==> config.mk <==
export PLATFORM = sky130hd
export DESIGN_NAME = graph_fetch_mc_flat
export DESIGN_NICKNAME = d
export VERILOG_FILES = /design/src/rtl/graph_fetch_mc_if.sv /design/src/rtl/graph_fetch_mc.sv /design/src/flat_wrapper.sv
export SDC_FILE = /design/constraint.sdc
export NUM_CORES = 2
export LEC_CHECK = 0
export CAP_MARGIN = 25
export CORE_AREA = 2 2 365 367
export CTS_CLUSTER_SIZE = 40
export DETAILED_ROUTE_END_ITERATION = 12
export DIE_AREA = 0 0 367 369
export SLEW_MARGIN = 40
export SYNTH_ARGS = -nofsm -noshare
export SYNTH_HDL_FRONTEND = slang
export SYNTH_SLANG_ARGS = --single-unit
export TNS_END_PERCENT = 1
==> constraint.sdc <==
create_clock -name clk_in -period 9.52 [get_ports clk_in]
set_clock_uncertainty 0.2 [all_clocks]
set_input_delay 1.428 -clock clk_in [delete_from_list [all_inputs] [get_ports clk_in]]
set_output_delay 1.428 -clock clk_in [all_outputs]
set_load 0.005 [all_outputs]
==> src/rtl/graph_fetch_mc_if.sv <==
// Memory-side bus bundle for graph_fetch_mc: port A (positions and pointer
// word), port B (neighbour list) and the visited-bit lookup channel.
// master = fetch engine, slave = memory / visited store.
interface graph_fetch_mc_if #(
   parameter int DATA_WIDTH = 32
);
   logic [DATA_WIDTH-1:0] mem_req_out;
   logic                  mem_valid_out;
   logic [DATA_WIDTH-1:0] mem_data_in;
   logic                  mem_valid_in;
   logic [DATA_WIDTH-1:0] mem_req_out2;
   logic                  mem_valid_out2;
   logic [DATA_WIDTH-1:0] mem_data_in2;
   logic                  mem_valid_in2;
   logic [DATA_WIDTH-1:0] visited_req_out;
   logic                  visited_req_valid_out;
   logic                  visited_val_returned_in;
   logic                  visited_val_returned_valid_in;

   modport master (
      output mem_req_out, mem_valid_out, mem_req_out2, mem_valid_out2,
             visited_req_out, visited_req_valid_out,
      input  mem_data_in, mem_valid_in, mem_data_in2, mem_valid_in2,
             visited_val_returned_in, visited_val_returned_valid_in
   );

   modport slave (
      input  mem_req_out, mem_valid_out, mem_req_out2, mem_valid_out2,
             visited_req_out, visited_req_valid_out,
      output mem_data_in, mem_valid_in, mem_data_in2, mem_valid_in2,
             visited_val_returned_in, visited_val_returned_valid_in
   );
endinterface

==> src/rtl/graph_fetch_mc.sv <==
// graph_fetch_mc: fetches one vertex record (DIM position words + pointer
// word) on port A, then streams its neighbour IDs on port B into a
// neighbour FIFO. Optional build macro VISITED_FILTER_EN routes each
// neighbour through a visited-bit lookup and drops already-visited IDs;
// without it every neighbour is pushed and the visited channel is tied off.

// Registered-read FIFO with occupancy counter; pops on empty are ignored.
module graph_fetch_mc_fifo #(
   parameter int WIDTH = 32,
   parameter int DEPTH = 16
) (
   input  logic             clk_in,
   input  logic             rst_in,
   input  logic             push_in,
   input  logic [WIDTH-1:0] push_data_in,
   input  logic             pop_in,
   output logic [WIDTH-1:0] pop_data_out,
   output logic             pop_valid_out,
   output logic             full_out,
   output logic             empty_out
);
   localparam int AW = (DEPTH > 1) ? $clog2(DEPTH) : 1;
   localparam int CW = $clog2(DEPTH) + 1;

   logic [WIDTH-1:0] mem_q [DEPTH];
   logic [AW-1:0]    wr_ptr_q, wr_ptr_d, rd_ptr_q, rd_ptr_d;
   logic [CW-1:0]    cnt_q, cnt_d;
   logic [WIDTH-1:0] data_q, data_d;
   logic             vld_q, vld_d;
   logic             do_push, do_pop;

   assign full_out      = (cnt_q == CW'(DEPTH));
   assign empty_out     = (cnt_q == '0);
   assign do_pop        = pop_in && !empty_out;
   assign do_push       = push_in && !full_out;
   assign pop_data_out  = data_q;
   assign pop_valid_out = vld_q;

   // next pointers, occupancy and registered read port
   always_comb begin
      wr_ptr_d = wr_ptr_q;
      rd_ptr_d = rd_ptr_q;
      cnt_d    = cnt_q;
      data_d   = data_q;
      vld_d    = do_pop;
      if (do_push) wr_ptr_d = (wr_ptr_q == AW'(DEPTH-1)) ? '0 : wr_ptr_q + 1'b1;
      if (do_pop) begin
         rd_ptr_d = (rd_ptr_q == AW'(DEPTH-1)) ? '0 : rd_ptr_q + 1'b1;
         data_d   = mem_q[rd_ptr_q];
      end
      case ({do_push, do_pop})
         2'b10:   cnt_d = cnt_q + 1'b1;
         2'b01:   cnt_d = cnt_q - 1'b1;
         default: cnt_d = cnt_q;
      endcase
   end

   // control state; storage contents are don't-care after reset
   always_ff @(posedge clk_in or posedge rst_in) begin
      if (rst_in) begin
         wr_ptr_q <= '0;
         rd_ptr_q <= '0;
         cnt_q    <= '0;
         data_q   <= '0;
         vld_q    <= 1'b0;
      end else begin
         wr_ptr_q <= wr_ptr_d;
         rd_ptr_q <= rd_ptr_d;
         cnt_q    <= cnt_d;
         data_q   <= data_d;
         vld_q    <= vld_d;
      end
   end

   // storage write
   always_ff @(posedge clk_in) begin
      if (do_push) mem_q[wr_ptr_q] <= push_data_in;
   end
endmodule

module graph_fetch_mc #(
   parameter int DATA_WIDTH  = 32,
   parameter int DIM         = 4,
   parameter int POS_DEPTH   = 16,
   parameter int NEIGH_DEPTH = 16,
   parameter int MAX_DEG     = 255
) (
   input  logic                  clk_in,
   input  logic                  rst_in,
   input  logic [DATA_WIDTH-1:0] v_addr_in,
   input  logic                  valid_in,
   output logic                  ready_out,
   input  logic                  pos_deq_in,
   output logic [DATA_WIDTH-1:0] pos_data_out,
   output logic                  pos_valid_out,
   output logic                  pos_full_out,
   output logic                  pos_empty_out,
   input  logic                  neigh_deq_in,
   output logic [DATA_WIDTH-1:0] neigh_data_out,
   output logic                  neigh_valid_out,
   output logic                  neigh_full_out,
   output logic                  neigh_empty_out,
   output logic                  busy_out,
   graph_fetch_mc_if.master      mem
);
   localparam int HW = DATA_WIDTH / 2;
   localparam int IW = $clog2(DIM + 1);
   localparam int CW = $clog2(MAX_DEG + 1);
   localparam int XW = (HW > CW) ? HW : CW;
   localparam logic [XW-1:0]         MAX_DEG_X = XW'(MAX_DEG);
   localparam logic [DATA_WIDTH-1:0] STRIDE    = DATA_WIDTH'(DIM + 1);

   typedef enum logic [3:0] {
      S_IDLE, S_POS_REQ, S_POS_WAIT, S_PTR_REQ, S_PTR_WAIT,
      S_NB_REQ, S_NB_WAIT, S_VIS_REQ, S_VIS_WAIT
   } state_t;

   state_t                state_q, state_d;
   logic [DATA_WIDTH-1:0] base_q, base_d;
   logic [IW-1:0]         idx_q, idx_d;
   logic [CW-1:0]         cnt_q, cnt_d, j_q, j_d;
   logic [HW-1:0]         lbase_q, lbase_d;
   logic [DATA_WIDTH-1:0] mem_req_q, mem_req_d, mem_req2_q, mem_req2_d;
   logic                  mem_vld_q, mem_vld_d, mem_vld2_q, mem_vld2_d;
   logic [XW-1:0]         count_x;
   logic [IW-1:0]         idx_nx;
   logic [CW-1:0]         j_nx;
   logic                  pos_push, neigh_push;
   logic [DATA_WIDTH-1:0] neigh_push_data;
`ifdef VISITED_FILTER_EN
   logic [DATA_WIDTH-1:0] nid_q, nid_d, vis_req_q, vis_req_d;
   logic                  vis_vld_q, vis_vld_d;
`endif

   assign count_x   = XW'(mem.mem_data_in[DATA_WIDTH-1:HW]);
   assign idx_nx    = idx_q + 1'b1;
   assign j_nx      = j_q + 1'b1;
   assign ready_out = (state_q == S_IDLE);
   assign busy_out  = (state_q != S_IDLE);

   assign mem.mem_req_out    = mem_req_q;
   assign mem.mem_valid_out  = mem_vld_q;
   assign mem.mem_req_out2   = mem_req2_q;
   assign mem.mem_valid_out2 = mem_vld2_q;
`ifdef VISITED_FILTER_EN
   assign mem.visited_req_out       = vis_req_q;
   assign mem.visited_req_valid_out = vis_vld_q;
   assign neigh_push_data           = nid_q;
`else
   logic unused_vis;
   assign unused_vis                = ^{mem.visited_val_returned_in, mem.visited_val_returned_valid_in};
   assign mem.visited_req_out       = '0;
   assign mem.visited_req_valid_out = 1'b0;
   assign neigh_push_data           = mem.mem_data_in2;
`endif

   // fetch sequencer: next state, request strobes and FIFO pushes
   always_comb begin
      state_d    = state_q;
      base_d     = base_q;
      idx_d      = idx_q;
      cnt_d      = cnt_q;
      j_d        = j_q;
      lbase_d    = lbase_q;
      mem_req_d  = mem_req_q;
      mem_req2_d = mem_req2_q;
      mem_vld_d  = 1'b0;
      mem_vld2_d = 1'b0;
      pos_push   = 1'b0;
      neigh_push = 1'b0;
`ifdef VISITED_FILTER_EN
      nid_d      = nid_q;
      vis_req_d  = vis_req_q;
      vis_vld_d  = 1'b0;
`endif
      case (state_q)
         S_IDLE: begin
            if (valid_in) begin
               base_d  = v_addr_in * STRIDE;
               idx_d   = '0;
               state_d = S_POS_REQ;
            end
         end
         // one word at most in flight, none while here: occupancy check is just !full
         S_POS_REQ: begin
            if (!pos_full_out) begin
               mem_vld_d = 1'b1;
               mem_req_d = base_q + DATA_WIDTH'(idx_q);
               state_d   = S_POS_WAIT;
            end
         end
         S_POS_WAIT: begin
            if (mem.mem_valid_in) begin
               pos_push = 1'b1;
               idx_d    = idx_nx;
               state_d  = (idx_nx == IW'(DIM)) ? S_PTR_REQ : S_POS_REQ;
            end
         end
         S_PTR_REQ: begin
            mem_vld_d = 1'b1;
            mem_req_d = base_q + DATA_WIDTH'(DIM);
            state_d   = S_PTR_WAIT;
         end
         S_PTR_WAIT: begin
            if (mem.mem_valid_in) begin
               cnt_d   = (count_x > MAX_DEG_X) ? CW'(MAX_DEG_X) : CW'(count_x);
               lbase_d = mem.mem_data_in[HW-1:0];
               j_d     = '0;
               state_d = (count_x == '0) ? S_IDLE : S_NB_REQ;
            end
         end
         // only the sequencer pushes, so !full here still holds at push time
         S_NB_REQ: begin
            if (!neigh_full_out) begin
               mem_vld2_d = 1'b1;
               mem_req2_d = DATA_WIDTH'(lbase_q) + DATA_WIDTH'(j_q);
               state_d    = S_NB_WAIT;
            end
         end
         S_NB_WAIT: begin
            if (mem.mem_valid_in2) begin
`ifdef VISITED_FILTER_EN
               nid_d   = mem.mem_data_in2;
               state_d = S_VIS_REQ;
`else
               neigh_push = 1'b1;
               j_d        = j_nx;
               state_d    = (j_nx == cnt_q) ? S_IDLE : S_NB_REQ;
`endif
            end
         end
`ifdef VISITED_FILTER_EN
         S_VIS_REQ: begin
            vis_vld_d = 1'b1;
            vis_req_d = nid_q;
            state_d   = S_VIS_WAIT;
         end
         S_VIS_WAIT: begin
            if (mem.visited_val_returned_valid_in) begin
               neigh_push = !mem.visited_val_returned_in;
               j_d        = j_nx;
               state_d    = (j_nx == cnt_q) ? S_IDLE : S_NB_REQ;
            end
         end
`endif
         default: state_d = S_IDLE;
      endcase
   end

   // sequencer registers
   always_ff @(posedge clk_in or posedge rst_in) begin
      if (rst_in) begin
         state_q    <= S_IDLE;
         base_q     <= '0;
         idx_q      <= '0;
         cnt_q      <= '0;
         j_q        <= '0;
         lbase_q    <= '0;
         mem_req_q  <= '0;
         mem_req2_q <= '0;
         mem_vld_q  <= 1'b0;
         mem_vld2_q <= 1'b0;
`ifdef VISITED_FILTER_EN
         nid_q      <= '0;
         vis_req_q  <= '0;
         vis_vld_q  <= 1'b0;
`endif
      end else begin
         state_q    <= state_d;
         base_q     <= base_d;
         idx_q      <= idx_d;
         cnt_q      <= cnt_d;
         j_q        <= j_d;
         lbase_q    <= lbase_d;
         mem_req_q  <= mem_req_d;
         mem_req2_q <= mem_req2_d;
         mem_vld_q  <= mem_vld_d;
         mem_vld2_q <= mem_vld2_d;
`ifdef VISITED_FILTER_EN
         nid_q      <= nid_d;
         vis_req_q  <= vis_req_d;
         vis_vld_q  <= vis_vld_d;
`endif
      end
   end

   graph_fetch_mc_fifo #(.WIDTH(DATA_WIDTH), .DEPTH(POS_DEPTH)) u_pos_fifo (
      .clk_in       (clk_in),
      .rst_in       (rst_in),
      .push_in      (pos_push),
      .push_data_in (mem.mem_data_in),
      .pop_in       (pos_deq_in),
      .pop_data_out (pos_data_out),
      .pop_valid_out(pos_valid_out),
      .full_out     (pos_full_out),
      .empty_out    (pos_empty_out)
   );

   graph_fetch_mc_fifo #(.WIDTH(DATA_WIDTH), .DEPTH(NEIGH_DEPTH)) u_neigh_fifo (
      .clk_in       (clk_in),
      .rst_in       (rst_in),
      .push_in      (neigh_push),
      .push_data_in (neigh_push_data),
      .pop_in       (neigh_deq_in),
      .pop_data_out (neigh_data_out),
      .pop_valid_out(neigh_valid_out),
      .full_out     (neigh_full_out),
      .empty_out    (neigh_empty_out)
   );
endmodule

==> src/flat_wrapper.sv <==
// flat-port wrapper written by rule: the top's interface ports become plain ports
module graph_fetch_mc_flat 
#(
   parameter int DATA_WIDTH  = 32,
   parameter int DIM         = 4,
   parameter int POS_DEPTH   = 16,
   parameter int NEIGH_DEPTH = 16,
   parameter int MAX_DEG     = 255
)
  (clk_in, rst_in, v_addr_in, valid_in, ready_out, pos_deq_in, pos_data_out, pos_valid_out, pos_full_out, pos_empty_out, neigh_deq_in, neigh_data_out, neigh_valid_out, neigh_full_out, neigh_empty_out, busy_out, mem_mem_req_out, mem_mem_valid_out, mem_mem_req_out2, mem_mem_valid_out2, mem_visited_req_out, mem_visited_req_valid_out, mem_mem_data_in, mem_mem_valid_in, mem_mem_data_in2, mem_mem_valid_in2, mem_visited_val_returned_in, mem_visited_val_returned_valid_in);
  graph_fetch_mc_if #(.DATA_WIDTH(DATA_WIDTH)) mem_i ();
  input  logic clk_in;
  input  logic rst_in;
  input  logic [DATA_WIDTH-1:0] v_addr_in;
  input  logic valid_in;
  output logic ready_out;
  input  logic pos_deq_in;
  output logic [DATA_WIDTH-1:0] pos_data_out;
  output logic pos_valid_out;
  output logic pos_full_out;
  output logic pos_empty_out;
  input  logic neigh_deq_in;
  output logic [DATA_WIDTH-1:0] neigh_data_out;
  output logic neigh_valid_out;
  output logic neigh_full_out;
  output logic neigh_empty_out;
  output logic busy_out;
  output wire logic [$bits(mem_i.mem_req_out)-1:0] mem_mem_req_out;
  output wire logic [$bits(mem_i.mem_valid_out)-1:0] mem_mem_valid_out;
  output wire logic [$bits(mem_i.mem_req_out2)-1:0] mem_mem_req_out2;
  output wire logic [$bits(mem_i.mem_valid_out2)-1:0] mem_mem_valid_out2;
  output wire logic [$bits(mem_i.visited_req_out)-1:0] mem_visited_req_out;
  output wire logic [$bits(mem_i.visited_req_valid_out)-1:0] mem_visited_req_valid_out;
  input wire logic [$bits(mem_i.mem_data_in)-1:0] mem_mem_data_in;
  input wire logic [$bits(mem_i.mem_valid_in)-1:0] mem_mem_valid_in;
  input wire logic [$bits(mem_i.mem_data_in2)-1:0] mem_mem_data_in2;
  input wire logic [$bits(mem_i.mem_valid_in2)-1:0] mem_mem_valid_in2;
  input wire logic [$bits(mem_i.visited_val_returned_in)-1:0] mem_visited_val_returned_in;
  input wire logic [$bits(mem_i.visited_val_returned_valid_in)-1:0] mem_visited_val_returned_valid_in;
  assign mem_mem_req_out = mem_i.mem_req_out;
  assign mem_mem_valid_out = mem_i.mem_valid_out;
  assign mem_mem_req_out2 = mem_i.mem_req_out2;
  assign mem_mem_valid_out2 = mem_i.mem_valid_out2;
  assign mem_visited_req_out = mem_i.visited_req_out;
  assign mem_visited_req_valid_out = mem_i.visited_req_valid_out;
  assign mem_i.mem_data_in = mem_mem_data_in;
  assign mem_i.mem_valid_in = mem_mem_valid_in;
  assign mem_i.mem_data_in2 = mem_mem_data_in2;
  assign mem_i.mem_valid_in2 = mem_mem_valid_in2;
  assign mem_i.visited_val_returned_in = mem_visited_val_returned_in;
  assign mem_i.visited_val_returned_valid_in = mem_visited_val_returned_valid_in;
  graph_fetch_mc #(.DATA_WIDTH(DATA_WIDTH), .DIM(DIM), .POS_DEPTH(POS_DEPTH), .NEIGH_DEPTH(NEIGH_DEPTH), .MAX_DEG(MAX_DEG)) u_core (.clk_in(clk_in), .rst_in(rst_in), .v_addr_in(v_addr_in), .valid_in(valid_in), .ready_out(ready_out), .pos_deq_in(pos_deq_in), .pos_data_out(pos_data_out), .pos_valid_out(pos_valid_out), .pos_full_out(pos_full_out), .pos_empty_out(pos_empty_out), .neigh_deq_in(neigh_deq_in), .neigh_data_out(neigh_data_out), .neigh_valid_out(neigh_valid_out), .neigh_full_out(neigh_full_out), .neigh_empty_out(neigh_empty_out), .busy_out(busy_out), .mem(mem_i));
endmodule
# After elaboration in Yosys (flattened, before gate mapping)
# Memory sizes are Yosys's and may differ from the RTL's. A register that Yosys moved wholly into a read port is not among the register bits.
# Index checks and enable logic that the tools add are counted.
[totals] memories=2 ramBits=1024 in_bits=105 out_inout_bits=171 elab_cells=122 register_bits=165
[classes] magnitude_cmp=1 n_addsub=13 n_reduce_logical=25 n_mul=1 bitwise_logic=1 eq_ne=24 muxes=37
[mem_list] name="u_core.u_neigh_fifo.mem_q" depth=16 width=32 rd=1 rd_ports_with_merged_regs=1 write_ports=1 line_no="graph_fetch_mc.sv:25" text="logic [WIDTH-1:0] mem_q [DEPTH];"
[mem_list] name="u_core.u_pos_fifo.mem_q" depth=16 width=32 rd=1 rd_ports_with_merged_regs=1 write_ports=1 line_no="graph_fetch_mc.sv:25"
[ops] operator="$pmux 32 s2" n=1
[ops] operator="$mux 4" n=10
[ops] operator="$add 32x3->32" n=1
[ops] operator="$add 32x3->32 const B" n=1
[ops] operator="$mul 32x3->32 const B" n=1
[ops] operator="$mux 32" n=1
[ops] operator="$pmux 4 s7" n=1
[ops] operator="$mux 8" n=3
[ops] operator="$pmux 5 s2" n=2
[ops] operator="$add 16x8->17" n=1
[ops] operator="$add 4x1->4 const B" n=4
[ops] operator="$eq 4x4->1 const B" n=4
[ops] operator="$gt 16x8->1 const B" n=1
[ops] operator="$logic_not 16->1" n=1
[ops] operator="$pmux 8 s2" n=1
[ops] operator="$eq 4x3->1 const B" n=3
[ops] operator="$mux 3" n=4
[ops] operator="$ne 2x2->1 const B" n=6
[ops] operator="$mux 1" n=11
[ops] operator="$add 5x1->5 const B" n=2
[ops] operator="$eq 5x5->1 const B" n=2
[ops] operator="$logic_not 5->1" n=2
[ops] operator="$reduce_bool 2->1" n=5
[ops] operator="$sub 5x1->5 const B" n=2
[ops] operator="other kinds (19)" n=32

# Longest topological paths before layout
[logic_depth] ltp_word=5 depth_mapped=14

# By module
# From an unflattened synthesis, not the netlist that was laid out.
[unflattened] hier_cells=3101 area_unflattened_um2=50832.5
[modules_own_cells] mod="graph_fetch_mc_fifo (u_core.u_neigh_fifo)" cells_each=1161 area_per_inst_um2=21355.5 seq_area_each_um2=16525.8 n_inst=1
[modules_own_cells] mod="graph_fetch_mc_fifo (u_core.u_pos_fifo)" cells_each=1023 area_per_inst_um2=21139.0 seq_area_each_um2=16525.8 n_inst=1
[modules_own_cells] mod="graph_fetch_mc" cells_each=917 area_per_inst_um2=8338.0 seq_area_each_um2=3027.9 n_inst=1

# Worst setup path before layout
# OpenSTA, ideal clock, no wires.
[synth_timing] path_type="input to register" from="input mem_mem_valid_in" to="memory u_core.u_pos_fifo.mem_q[7][0] (enable)" arrival_ns=4.415 required_ns=8.852 stages=4 path_slack_ns=4.437 path_cell_list="nand3_1 a21oi_1 nand2_1 nor3b_1"
[synth_between] elab_chain_cells=5
[synth_rtl] element="from (decl)" line_no="flat_wrapper.sv:35" text="input wire logic [$bits(mem_i.mem_valid_in)-1:0] mem_mem_valid_in;"
[synth_rtl] element="$mux 1" line_no="graph_fetch_mc.sv:193" text="if (mem.mem_valid_in) begin"
[synth_rtl] element="$mux 1" line_no="graph_fetch_mc.sv:176" text="case (state_q)"
[synth_rtl] element="$logic_and 1x1->1" line_no="graph_fetch_mc.sv:35" text="assign do_push = push_in && !full_out;"
[synth_rtl] element="$mux 1" line_no="graph_fetch_mc.sv:77" text="if (do_push) mem_q[wr_ptr_q] <= push_data_in;"
[synth_rtl] element="$mux 1 (implied by the code)" line_no="graph_fetch_mc.sv:77"
[synth_rtl] element="to (decl)" line_no="graph_fetch_mc.sv:25"
# Every way passes these cells.

# Final worst setup path
[layout_timing] from="register u_core.u_pos_fifo.cnt_q[0]" to="output pos_empty_out"
[layout_between] elab_chain_cells=1
[layout_rtl] element="from (decl)" line_no="graph_fetch_mc.sv:27" text="logic [CW-1:0] cnt_q, cnt_d;"
[layout_rtl] element="from (signal assigned)" line_no="graph_fetch_mc.sv:69" text="cnt_q <= cnt_d;"
[layout_rtl] element="$logic_not 5->1" line_no="graph_fetch_mc.sv:33" text="assign empty_out = (cnt_q == '0);"
[layout_rtl] element="to (decl)" line_no="flat_wrapper.sv:21" text="output logic pos_empty_out;"
# Every way passes these cells.

==> metrics.log <==
[metrics] run status: finished clean
[metrics] clock slew seen by the registers of the worst setup and hold paths: 60 ps
[metrics] wire length reported by the detailed router: 120,000 um
[metrics] required time at the worst-slack endpoint: 7890 ps
[metrics] sum of internal, switching and leakage power: 16.4 mW
[metrics] number of synthesized flops with an enable pin: 1,024
[metrics] starting density of the core: 0.388
[metrics] Distinct cells, synth: 72
[metrics] CTS Root Buffer Type: clkbuf_16
[metrics] internal power component: 11.5 mW
[metrics] I/O pins: 276
[metrics] initial antenna violation count: 7
[metrics] async set-or-reset flop fraction in the synthesized netlist: 0.172
[metrics] clock latency at the later pin of the worst-skew pair: 750 ps
[metrics] Tot GR Track Use: 0.176
[metrics] Port Buf Inserts: 225
[metrics] remaining antenna violation count after routing: 0
[metrics] reg-to-reg critical path startpoint: u_core.u_pos_fifo.cnt_q[0]
[metrics] vias post-DR: 27,024
[metrics] max-cap viol count: 0
[metrics] count of pins over their slew limit: 0
[metrics] arrival time of the worst setup path: 3000 ps
[metrics] Worst Hold Launch: u_core.u_neigh_fifo.pop_data_out[25]
[metrics] overall overflow remaining after global route: 0
[metrics] number of standard cells after synthesis: 2,985
[metrics] WL per Instance: 23.3 um
[metrics] share of total power consumed by net switching: 0.298
[metrics] global-route met3 utilization: 0.0385
[metrics] maximum net fanout on the critical path: 5
[metrics] Hold Vio Cnt, Final: 0
[metrics] via-per-instance ratio: 5.27
[metrics] first-pass detailed-route iteration total: 5
[metrics] synthesized area per cell: 17.1 sq um
[metrics] DR iter-0 viols: 2,458
[metrics] pin count of the biggest net entering global routing: 98
[metrics] ratio of cells with drive above 1 in the final layout: 0.162
[metrics] setup repair after global routing missed its margin: false
[metrics] DRC violations left: 0
[metrics] Final HPWL DP: 67,300 um
[metrics] Post-CTS Setup Inserts: 0
[metrics] area of the core region: 131,000 sq um
[metrics] TritonCTS clock tree: built
[metrics] final-report setup violation count: 0
[metrics] Yosys warning count: 0
[metrics] Max Freq: 216 MHz
[metrics] summed negative setup slack over all endpoints: 0 ps
[metrics] Tightest Pin Transition: 824 ps
[metrics] number of sinks handled by clock tree synthesis: 1,237
[metrics] most used routing layer in global routing: met2
[metrics] part of the Yosys area used for sequential elements: 0.709
[metrics] worst reg2reg path endpoint: u_core.u_pos_fifo.cnt_q[4]
[metrics] netlist area before placement: 50,900 sq um
[metrics] clock share of power: 0.310
[metrics] via count of the first global-routing pass: 27,472
[metrics] Hold Crit Depth: 2
[metrics] worst r2r path cells: 11
[metrics] Pwr Density: 275 nW/um^2
[metrics] classification of the worst setup path: flip-flop to primary output
[metrics] Clock Path Buffers: 3
[metrics] post-route minimum period: 4630 ps
[metrics] setup slack, reg-to-reg: 5660 ps
[metrics] signed area change from the synthesized netlist to the final layout: 17.0%
[metrics] met1 usage: 0.229
[metrics] utilization after layout: 0.454
[metrics] Hold-fix buffers, CTS: 0
[metrics] die width: 367 um
[metrics] nets: 3,461
[metrics] Routability Congestion: 0.793
[metrics] path category of the worst min-delay check: flip-flop to flip-flop
[metrics] maximum vdd ir drop: 0.000223 V
[metrics] clock buffers created by TritonCTS: 133
[metrics] switching power total: 4.88 mW
[metrics] fraction of the cycle the final worst path needs: 0.487
[metrics] logic gate share of total power: 0.268
[metrics] Worst Hold Endpoint: u_core.u_neigh_fifo.pop_data_out[25]
[metrics] full die area: 135,000 sq um
[metrics] most instantiated flip-flop cell in the synthesis netlist: edfxtp_1
[metrics] chip height: 369 um
[metrics] CTS H-tree lvls: 4
[metrics] met2 Track Usage GR: 0.297
[metrics] count of state elements after synthesis: 1,237
[metrics] kind of launch point of the worst setup path: flip-flop
[metrics] register share of total power: 0.422
[metrics] Gates resized, CTS repair: 0
[metrics] count of standard-cell rows: 133
[metrics] wire length of the first global-routing pass: 178,000 um
[metrics] Static Leak: 20.7 nW
[metrics] worst slew margin relative to its limit: 0.450
[metrics] crit end category: primary output
==> synthesized netlist by cell type (all sizes together), types with 68 or more instances <==
| cell | count | area share |
|---|---|---|
| mux2i | 132 | 0.026 |
| o21ai | 136 | 0.014 |
| ha | 90 | 0.022 |
| dfrtp | 213 | 0.10 |
| nand2 | 344 | 0.025 |
| mux4 | 224 | 0.099 |
| o221ai | 96 | 0.017 |
| edfxtp | 1024 | 0.60 |
| clkbuf | 75 | 0.0055 |
| buf | 113 | 0.013 |
| nor2 | 68 | 0.0052 |
==> registers in the layout, summed over array words and instances (netlist names) <==
signal,flops
u_core.u_neigh_fifo.pop_valid_out,1
u_core.u_neigh_fifo.cnt_q,5
u_core.lbase_q,16
u_core.u_neigh_fifo.rd_ptr_q,4
u_core.u_neigh_fifo.wr_ptr_q,4
u_core.mem.mem_req_out,32
u_core.mem.mem_valid_out2,1
u_core.u_neigh_fifo.pop_data_out,32
u_core.mem.mem_valid_out,1
u_core.u_pos_fifo.pop_data_out,32
u_core.u_pos_fifo.wr_ptr_q,4
u_core.u_neigh_fifo.mem_q,512
u_core.mem.mem_req_out2,17
u_core.base_q,32
u_core.u_pos_fifo.mem_q,512
u_core.u_pos_fifo.rd_ptr_q,4
u_core.u_pos_fifo.cnt_q,5
u_core.j_q,8
u_core.state_q,3
u_core.idx_q,3
u_core.u_pos_fifo.pop_valid_out,1
u_core.cnt_q,8
==> through the flow <==
step | hold slack, ps | worst slack (ps) | instances | area (sq um)
after floorplan | 270 | 2070 | 3032 | 51100
after global placement | 258 | 4490 | 4877 | 55100
after detailed placement | 261 | 4440 | 4879 | 55200
after CTS | 276 | 4900 | 5124 | 59500
after global routing | 289 | 4770 | 5127 | 59600
final | 270 | 4890 | 5129 | 59600
==> kinds of logic after synthesis <==
family | Yosys count | share of synthesized area
flops | 1237 | 0.709
simple gates | 590 | 0.0523
compound gates | 376 | 0.0499
mux | 373 | 0.129
buf+inv | 230 | 0.0217
fa+ha+maj | 95 | 0.0241
xor+xnor | 83 | 0.0143
other cells | 1 | 0.0000737
==> power groups by stage <==
stage,registers (mW),logic [mW],clock network (mW)
after floorplan,6.74,3.09,0
after global placement,7.04,4.39,0
after detailed placement,7.03,4.45,0
after CTS,6.93,4.47,5.19
after global routing,6.99,4.84,5.40
final,6.92,4.40,5.07
==> routing by layer <==
metal  wire length [um]  up-vias
li1                   -    12192
met1              49800    13990
met2              60300      683
met3               6900      149
met4               2530       10
met5                 69        -
==> critical path: stages (launching register included) <==
cell and delay [ps]:
dfrtp_1 420, or4_1 610, nor2_1 590, clkdlybuf4s50_1 640
==> cells in the final DEF (no fill, tap or decap), types with 27 or more instances in the layout <==
cell,Yosys,layout
inv_1,41,40
clkbuf_16,0,133
xnor2_1,50,50
dfrtp_1,213,206
a21oi_1,49,48
nor2_1,66,65
o221ai_1,96,96
xor2_1,33,33
nand3_1,48,48
a21o_1,27,27
mux4_2,224,224
clkbuf_1,75,43
edfxtp_1,1024,1024
buf_4,48,45
nand2_1,344,342
clkdlybuf4s50_1,0,225
o21ai_0,128,127
conb_1,1,48
ha_1,90,90
mux2i_1,132,132
==> worst max path at each step <==
| stage | start | end | slack, ps | cells past startpoint |
|---|---|---|---|---|
| after CTS | u_core.u_pos_fifo.cnt_q[0] | pos_empty_out | 4900 | 3 |
| final | u_core.u_pos_fifo.cnt_q[0] | pos_empty_out | 4890 | 3 |
| after global placement | mem_mem_valid_in | u_core.u_pos_fifo.mem_q[1][17] | 4490 | 7 |
| after floorplan | rst_in | u_core.base_q[0] | 2070 | 1 |
| after detailed placement | mem_mem_valid_in | u_core.u_pos_fifo.mem_q[2][17] | 4440 | 7 |
| after global routing | u_core.u_pos_fifo.cnt_q[0] | pos_empty_out | 4770 | 3 |
==> layout make-up <==
| type | count | area [sq um] |
|---|---|---|
| sequential | 1237 | 36100 |
| tap | 1755 | 2200 |
| clock buffer | 186 | 3630 |
| inverter | 42 | 165 |
| timing repair buffer | 282 | 2790 |
| fill | 11413 | 71600 |
| clock inverter | 59 | 691 |
| antenna | 3 | 7.51 |
| multi-input combinational | 1565 | 14000 |
(Power assumes the default switching activity.)
